### src/rtl/arb_pkg.sv
// Shared types for the main-memory arbiter: FSM state, transaction owner,
// round-robin pointer (only used when ARB_RR_EN is defined), counter sizing.
package arb_pkg;

  typedef enum logic [1:0] {
    IDLE,
    OWN_I,
    OWN_D,
    DRAIN
  } state_t;

  typedef enum logic [1:0] {
    OWN_NONE,
    OWN_ICACHE,
    OWN_DCACHE
  } owner_t;

  // Requester that was served most recently; the other one wins a tie.
  typedef enum logic {
    RR_I,
    RR_D
  } rr_t;

  // Width of a counter that must hold 0..max_out inclusive.
  function automatic int unsigned cnt_width(input int unsigned max_out);
    return $clog2(max_out + 1);
  endfunction

endpackage

### src/rtl/arb_dff.sv
// Plain D flip-flop cell, asynchronous active-high reset to zero.
module arb_dff #(
  parameter int unsigned W = 1
) (
  input  logic         clk,
  input  logic         rst,
  input  logic [W-1:0] d,
  output logic [W-1:0] q
);

  // Register the input; clear immediately on reset.
  always_ff @(posedge clk or posedge rst) begin
    if (rst) q <= '0;
    else     q <= d;
  end

endmodule

### src/rtl/arb_out_ctr.sv
// Outstanding-read counter for the arbiter: saturating up/down counter with
// full/empty flags. A decrement on an empty counter is dropped so stray
// responses cannot underflow it; simultaneous inc/dec leaves it unchanged.
module arb_out_ctr #(
  parameter int unsigned MAX = 4,
  parameter int unsigned W   = $clog2(MAX + 1)
) (
  input  logic clk,
  input  logic rst,
  input  logic inc,
  input  logic dec,
  output logic full,
  output logic empty,
  output logic will_empty
);

  logic [W-1:0] cnt;
  logic [W-1:0] cnt_nxt;
  logic         inc_ok;
  logic         dec_ok;

  // Flags and next count; will_empty ignores inc so it can feed the FSM
  // without a combinational path back through the grant logic.
  always_comb begin
    empty      = (cnt == '0);
    full       = (cnt == W'(MAX));
    dec_ok     = dec & ~empty;
    inc_ok     = inc & (~full | dec_ok);
    will_empty = empty | ((cnt == W'(1)) & dec_ok);
    cnt_nxt    = cnt;
    if (inc_ok & ~dec_ok)      cnt_nxt = cnt + 1'b1;
    else if (dec_ok & ~inc_ok) cnt_nxt = cnt - 1'b1;
  end

  arb_dff #(.W(W)) u_cnt (
    .clk (clk),
    .rst (rst),
    .d   (cnt_nxt),
    .q   (cnt)
  );

endmodule

### src/rtl/mem_arbiter.sv
// Main-memory arbiter between I-cache and D-cache. Grants whole transactions
// to one cache, counts reads in flight and steers returning data to the owner.
// Optional ARB_RR_EN: round-robin on simultaneous requests in IDLE instead of
// fixed D-over-I priority.
module mem_arbiter
  import arb_pkg::*;
#(
  parameter int unsigned ADDR_W  = 16,
  parameter int unsigned DATA_W  = 16,
  parameter int unsigned MAX_OUT = 4
) (
  input  logic              clk,
  input  logic              rst,
  input  logic              i_req,
  input  logic [ADDR_W-1:0] i_addr,
  output logic              i_gnt,
  output logic              i_data_valid,
  input  logic              d_req,
  input  logic              d_wr,
  input  logic [ADDR_W-1:0] d_addr,
  input  logic [DATA_W-1:0] d_wdata,
  output logic              d_gnt,
  output logic              d_data_valid,
  output logic [DATA_W-1:0] rd_data,
  output logic              mem_en,
  output logic              mem_wr,
  output logic [ADDR_W-1:0] mem_addr,
  output logic [DATA_W-1:0] mem_wdata,
  input  logic [DATA_W-1:0] mem_rdata,
  input  logic              mem_data_valid
);

  localparam int unsigned CNT_W = cnt_width(MAX_OUT);

  state_t state, state_nxt;
  owner_t owner, owner_nxt;
  logic   cnt_full, cnt_empty, cnt_will_empty;
  logic   stall;
  logic   win_d;

  assign stall = cnt_full & ~mem_data_valid;

`ifdef ARB_RR_EN
  rr_t rr_ptr;

  // Remember who was served last whenever a transaction leaves OWN_x.
  always_ff @(posedge clk or posedge rst) begin
    if (rst)                                     rr_ptr <= RR_I;
    else if (state == OWN_I && state_nxt != OWN_I) rr_ptr <= RR_I;
    else if (state == OWN_D && state_nxt != OWN_D) rr_ptr <= RR_D;
  end

  assign win_d = d_req & (~i_req | (rr_ptr == RR_I));
`else
  assign win_d = d_req;
`endif

  // State and owner registers.
  always_ff @(posedge clk or posedge rst) begin
    if (rst) begin
      state <= IDLE;
      owner <= OWN_NONE;
    end else begin
      state <= state_nxt;
      owner <= owner_nxt;
    end
  end

  // Next state, owner and grants; owner is held through DRAIN so late
  // responses still reach the cache that issued them.
  always_comb begin
    state_nxt = state;
    owner_nxt = owner;
    i_gnt     = 1'b0;
    d_gnt     = 1'b0;
    mem_wr    = 1'b0;
    unique case (state)
      IDLE: begin
        if (win_d) begin
          state_nxt = OWN_D;
          owner_nxt = OWN_DCACHE;
        end else if (i_req) begin
          state_nxt = OWN_I;
          owner_nxt = OWN_ICACHE;
        end
      end
      OWN_I: begin
        i_gnt = i_req & ~stall;
        if (!i_req) begin
          if (cnt_will_empty) begin
            state_nxt = IDLE;
            owner_nxt = OWN_NONE;
          end else begin
            state_nxt = DRAIN;
          end
        end
      end
      OWN_D: begin
        d_gnt  = d_req & ~stall;
        mem_wr = d_wr & d_gnt;
        if (!d_req) begin
          if (cnt_will_empty) begin
            state_nxt = IDLE;
            owner_nxt = OWN_NONE;
          end else begin
            state_nxt = DRAIN;
          end
        end
      end
      DRAIN: begin
        if (cnt_will_empty) begin
          state_nxt = IDLE;
          owner_nxt = OWN_NONE;
        end
      end
      default: begin
        state_nxt = IDLE;
        owner_nxt = OWN_NONE;
      end
    endcase
  end

  // Memory request muxing and response steering.
  always_comb begin
    mem_en       = i_gnt | d_gnt;
    rd_data      = mem_rdata;
    mem_addr     = '0;
    mem_wdata    = '0;
    i_data_valid = 1'b0;
    d_data_valid = 1'b0;
    unique case (owner)
      OWN_ICACHE: begin
        mem_addr     = i_addr;
        i_data_valid = mem_data_valid & ~cnt_empty;
      end
      OWN_DCACHE: begin
        mem_addr     = d_addr;
        mem_wdata    = d_wdata;
        d_data_valid = mem_data_valid & ~cnt_empty;
      end
      default: ;
    endcase
  end

  arb_out_ctr #(
    .MAX (MAX_OUT),
    .W   (CNT_W)
  ) u_out_ctr (
    .clk        (clk),
    .rst        (rst),
    .inc        (mem_en & ~mem_wr),
    .dec        (mem_data_valid),
    .full       (cnt_full),
    .empty      (cnt_empty),
    .will_empty (cnt_will_empty)
  );

endmodule

### config.mk
export PLATFORM = sky130hd
export DESIGN_NAME = mem_arbiter
export DESIGN_NICKNAME = d
export VERILOG_FILES = /design/src/rtl/arb_pkg.sv /design/src/rtl/arb_dff.sv /design/src/rtl/arb_out_ctr.sv /design/src/rtl/mem_arbiter.sv
export SDC_FILE = /design/constraint.sdc
export NUM_CORES = 1
export LEC_CHECK = 0
export CORE_ASPECT_RATIO = 0.7
export CORE_MARGIN = 2
export CORE_UTILIZATION = 27
export DETAILED_ROUTE_END_ITERATION = 12
export PLACE_DENSITY = 0.84
export RECOVER_POWER = 50
export SYNTH_ARGS = -nofsm -noshare
export SYNTH_HDL_FRONTEND = slang
export SYNTH_SLANG_ARGS = --single-unit
### constraint.sdc
create_clock -name clk -period 2.2 [get_ports clk]
set_input_delay 0.44 -clock clk [delete_from_list [all_inputs] [get_ports clk]]
set_output_delay 0.44 -clock clk [all_outputs]
set_load 0.02 [all_outputs]
======== Word level (Yosys, flattened, before mapping) ========
Index checks and enable logic that the tools add are counted.
word-level totals
  flip-flop bits (word level) ............. 7
  bits of input ports ..................... 70
  logic and storage cells ................. 61
  output and inout bits ................... 54
operators by class
  reduce and logical (&&, ||, !) cells .... 5
  add/sub/neg operators ................... 2
  bitwise operators ....................... 20
  mux-type cells .......................... 20
  equality and inequality tests ........... 11
operators by type and width
  kind                 count
  $pmux 16 s2          1
  $mux 2               9
  $mux 16              1
  $pmux 2 s4           2
  $and 1x1->1          10
  $not 1->1            7
  $eq 2x2->1 const B   3
  $mux 3               2
  $ne 2x2->1 const B   3
  $mux 1               5
  $eq 2x1->1 const B   2
  $reduce_and 4->1     1
  $add 3x1->3 const B  1
  $eq 3x1->1 const B   1
  $eq 3x3->1 const B   1
  $logic_not 3->1      1
  $ne 3x3->1 const B   1
  $or 1x1->1           3
  $reduce_and 3->1     1
  $sub 3x1->3 const B  1
  $logic_not 2->1      1
  $reduce_bool 2->1    1

======== Logic depth before layout (Yosys ltp) ========
  word-level depth ........................ 13
  gate-level depth with buffers ........... 9
  mapped depth without buffers ............ 9

======== Cells and area by module ========
From an unflattened synthesis, not the netlist that was laid out.
second synthesis, totals
  cells, all modules ...................... 154
  area, all modules ....................... 1192.4 um^2
modules (own cells, without submodules)
  module       times used  cells each  area each (um^2)  seq. area each (um^2)
  mem_arbiter  1           117         859.6             100.1
  arb_out_ctr  1           33          254.0             0.0
  arb_dff      1           4           78.8              75.1

======== Worst setup path before layout ========
No wires, ideal clock.
  kind .................................... register to output
  start point ............................. register owner[1]
  end point ............................... output mem_addr[13]
  stages on the path, launching flop included .. 7
  required time ........................... 1.760 ns
  buffers on the path ..................... 2
  setup slack ............................. 0.282 ns
  arrival ................................. 1.478 ns
  cell sequence ........................... dfrtp_1 > inv_1 > ha_1 > clkbuf_1 > clkbuf_1 > a22oi_1 > nor2_1
between the ends
  cells in the longest elaborated chain, start to end .. 2
  elaborated cells on any way between the ends .. 3
  classes of those cells .................. eq/ne: 2; mux: 1
RTL lines
  element                                          line                text
  start, declared                                  mem_arbiter.sv:36   owner_t owner, owner_nxt;
  start signal, assigned                           mem_arbiter.sv:65   owner <= owner_nxt;
  $eq 2x2->1 / $eq 2x1->1 (equally long branches)  mem_arbiter.sv:131  unique case (owner)
  $pmux 16 s2 *                                    mem_arbiter.sv:131
  end, declared                                    mem_arbiter.sv:27   output logic [ADDR_W-1:0] mem_addr,
Every way passes the cells marked *; elsewhere a longest branch is shown, timed or not.

======== Final worst setup path ========
  start point ............................. register owner[1]
  end point ............................... output mem_addr[2]
The elaborated chain is that of the path after synthesis.

==> run metrics <==
H-tree Lvls=1; initial antenna violation count=0; Layout area overhead=88.8%; final setup violation count=0; cell family with the largest share of critical-path delay=buffers and inverters; Sink Count=7; Vias=1239; DPL Wire Length=between 2 and 3 mm; hold_buf cts=0; Post-synth EDFFs=0; clk slew on worst S/H paths=40 ps; status=finished clean; DRC=0; most common library cells after synthesis=nor2_1 (22), a22oi_1 (16), and2_1 (16), buf_4 (16); type of the most critical hold path=flop to flop; Area contributors post-synth=dfrtp_1 (17%), ha_1 (14%), a22oi_1 (11%); crit end category=primary output; Slew headroom=0.783; clock tree buffer depth=2; IO Count=about 120; Worst-Margin Slew=approximately 320 ps; Setup Skew=3.37 ps; asr flop ratio synth=1.00; Die ar.=0.00441 sq mm; critical-path cell list=inv_1 -> ha_1 -> buf_12 -> a22oi_1 -> nor2_1 -> dlygate4sd2_1; CORE AREA=0.00363 sq mm; Starting Density=0.290; number of port buffers=91; drt first pass iters=4; pre-CTS WS=-305 ps; count of cell types in the netlist=25; Critical Path Fanout Max=16; GPL Wtd Cong=0.807; Storage cell area=about 180 sq um; vias in the first global route=1180; CTS tree=built; WP buf/inv=3; Syn Nets=222; power density over cell area=1090 mW/mm^2; YS warnings=0; wire length per cell=~13 microns; Critical Path RT=around 1800 ps; share of the clock period used by the worst path=0.939; cell with the most instances after synthesis=nor2_1; Worst Setup SP=owner[1]; sum of negative setup slack=0 ps; synthesized cell area=0.00105 sq mm; first-pass GRT wire length=between 5 and 6 mm; final hold violation count=0; clk root buf=clkbuf_8; largest net degree at the start of global routing=18; n_diodes=0; share of cells above drive strength 1=0.0717; Worst path max stage delay=around 370 ps; R2R Path Start=state[0]; Seq/Total Area, Yosys=0.167; total chip power=about 2.2 mW; max-slew violations=0; Global Route Usage Sum=0.156; critical path launch point type=flop; top cell type's share of synthesized area=0.167; dominant cell type by area after synthesis=dfrtp_1; final worst slack=135 ps; unrepaired setup endpoints after global routing=no; fill count=358; P_leak=1.07 nW; #FFs+latches synth=7; Tmin final=about 2100 ps; slowest CP cell=dfrtp_1; WS Path Type=flop to primary output; DIE HEIGHT=around 56 microns; Die Wd=78.5 microns; initial DRC count=23; max-cap violations=0; num rows=18; IR drop worst, VDD=685 uV; multi-input logic area=677 sq um; GRT overflow=0; HP Start=owner[0]; Layout Nets=306; Detailed Route WL=roughly 3.6 mm; post-synthesis cell count=140; Worst Path Arrival=1630 ps; Post-DRT Antenna Nets=0; Worst-Skew Late Latency=230 ps; synthesized area per cell=7.50 sq um; DR vias/cell=4.54; CTS Buf Count=3; dominant synthesized flop cell=dfrtp_1; f_max=about 0.48 GHz
[power by group]
group	internal [mW]	switching [mW]
registers	0.201	0.0517
logic	0.777	0.948
clock network	0.125	0.0559
total	1.10	1.06
[sequential cells by signal, summed over array words and instances, names as in the netlist]
name,count
state,2
u_out_ctr.u_cnt.q,3
owner,2
[layout by cell type (no fill, tap or decap), drive strengths merged]
cell type / instances
clkdlybuf4s50: 52
o21ai: 6
xor2: 1
a311oi: 1
mux2: 2
and2: 16
ha: 12
dlymetal6s2s: 6
dlygate4sd2: 32
inv: 12
a21o: 3
dfrtp: 7
o2bb2ai: 1
a31oi: 1
nand2: 6
a22oi: 17
buf: 10
clkbuf: 5
a21oi: 3
mux2i: 1
dlygate4sd3: 1
nand2b: 1
nor3b: 1
xnor2: 2
nor3: 1
nor2b: 1
nor2: 22
[layout make-up]
type / instances / share of cell area
well taps: 50 / 0.0316
inverters: 12 / 0.0227
multi-input cells: 98 / 0.342
clock buffers: 4 / 0.0227
flip-flops and latches: 7 / 0.0884
repair buffers: 102 / 0.493
[final timing paths]
kind                                        end  slack (ps)  depth (start not counted)
hold / removal                         owner[0]         540                          2
max in group asynchronous  u_out_ctr.u_cnt.q[1]        1410                          2
setup reg to reg                       state[1]         190                          7
hold reg to reg                        owner[0]         540                          2
min in group asynchronous              owner[1]         580                          2
setup / recovery                    mem_addr[2]         130                          6
[through the flow]
stage,hold WS (ps),util,cells,cell area [sq um]
after floorplan,243,-,140,1050
after global placement,512,0.544,269,1970
after detailed placement,534,0.544,269,1970
after CTS,458,0.547,273,1980
after global routing,571,0.547,273,1980
final,544,0.547,273,1980
[cell families after synthesis]
family                   Yosys count  share of synthesized area
AO/OA/AOI/OAI                     32                      0.225
adder cells (fa/ha/maj)           12                      0.143
XOR/XNOR                           3                     0.0250
multiplexers                       3                     0.0381
flip-flops                         7                      0.167
AND/OR/NAND/NOR                   48                      0.219
buffers and inverters             35                      0.182
[worst register-to-register path: cells and delay by family (launching register included)]
| family | cells | cell delay [ps] |
|---|---|---|
| compound gates | 3 | 660 |
| flops | 1 | 370 |
| buf+inv | 2 | 320 |
| mux | 1 | 320 |
| fa+ha+maj | 1 | 200 |
[repair_timing]
item                       4_1_cts  5_1_grt
gates resized for setup         34        8
setup endpoints to repair       38        6
setup buffers                    0        0
[per-layer routing]
layer,global-route usage,share of wire,vias up
li1,-,-,615
met2,0.263,0.47,60
met5,0,0,-
met1,0.198,0.43,564
met4,0.0226,0,0
met3,0.0487,0.10,0
(Power assumes the default switching activity.)
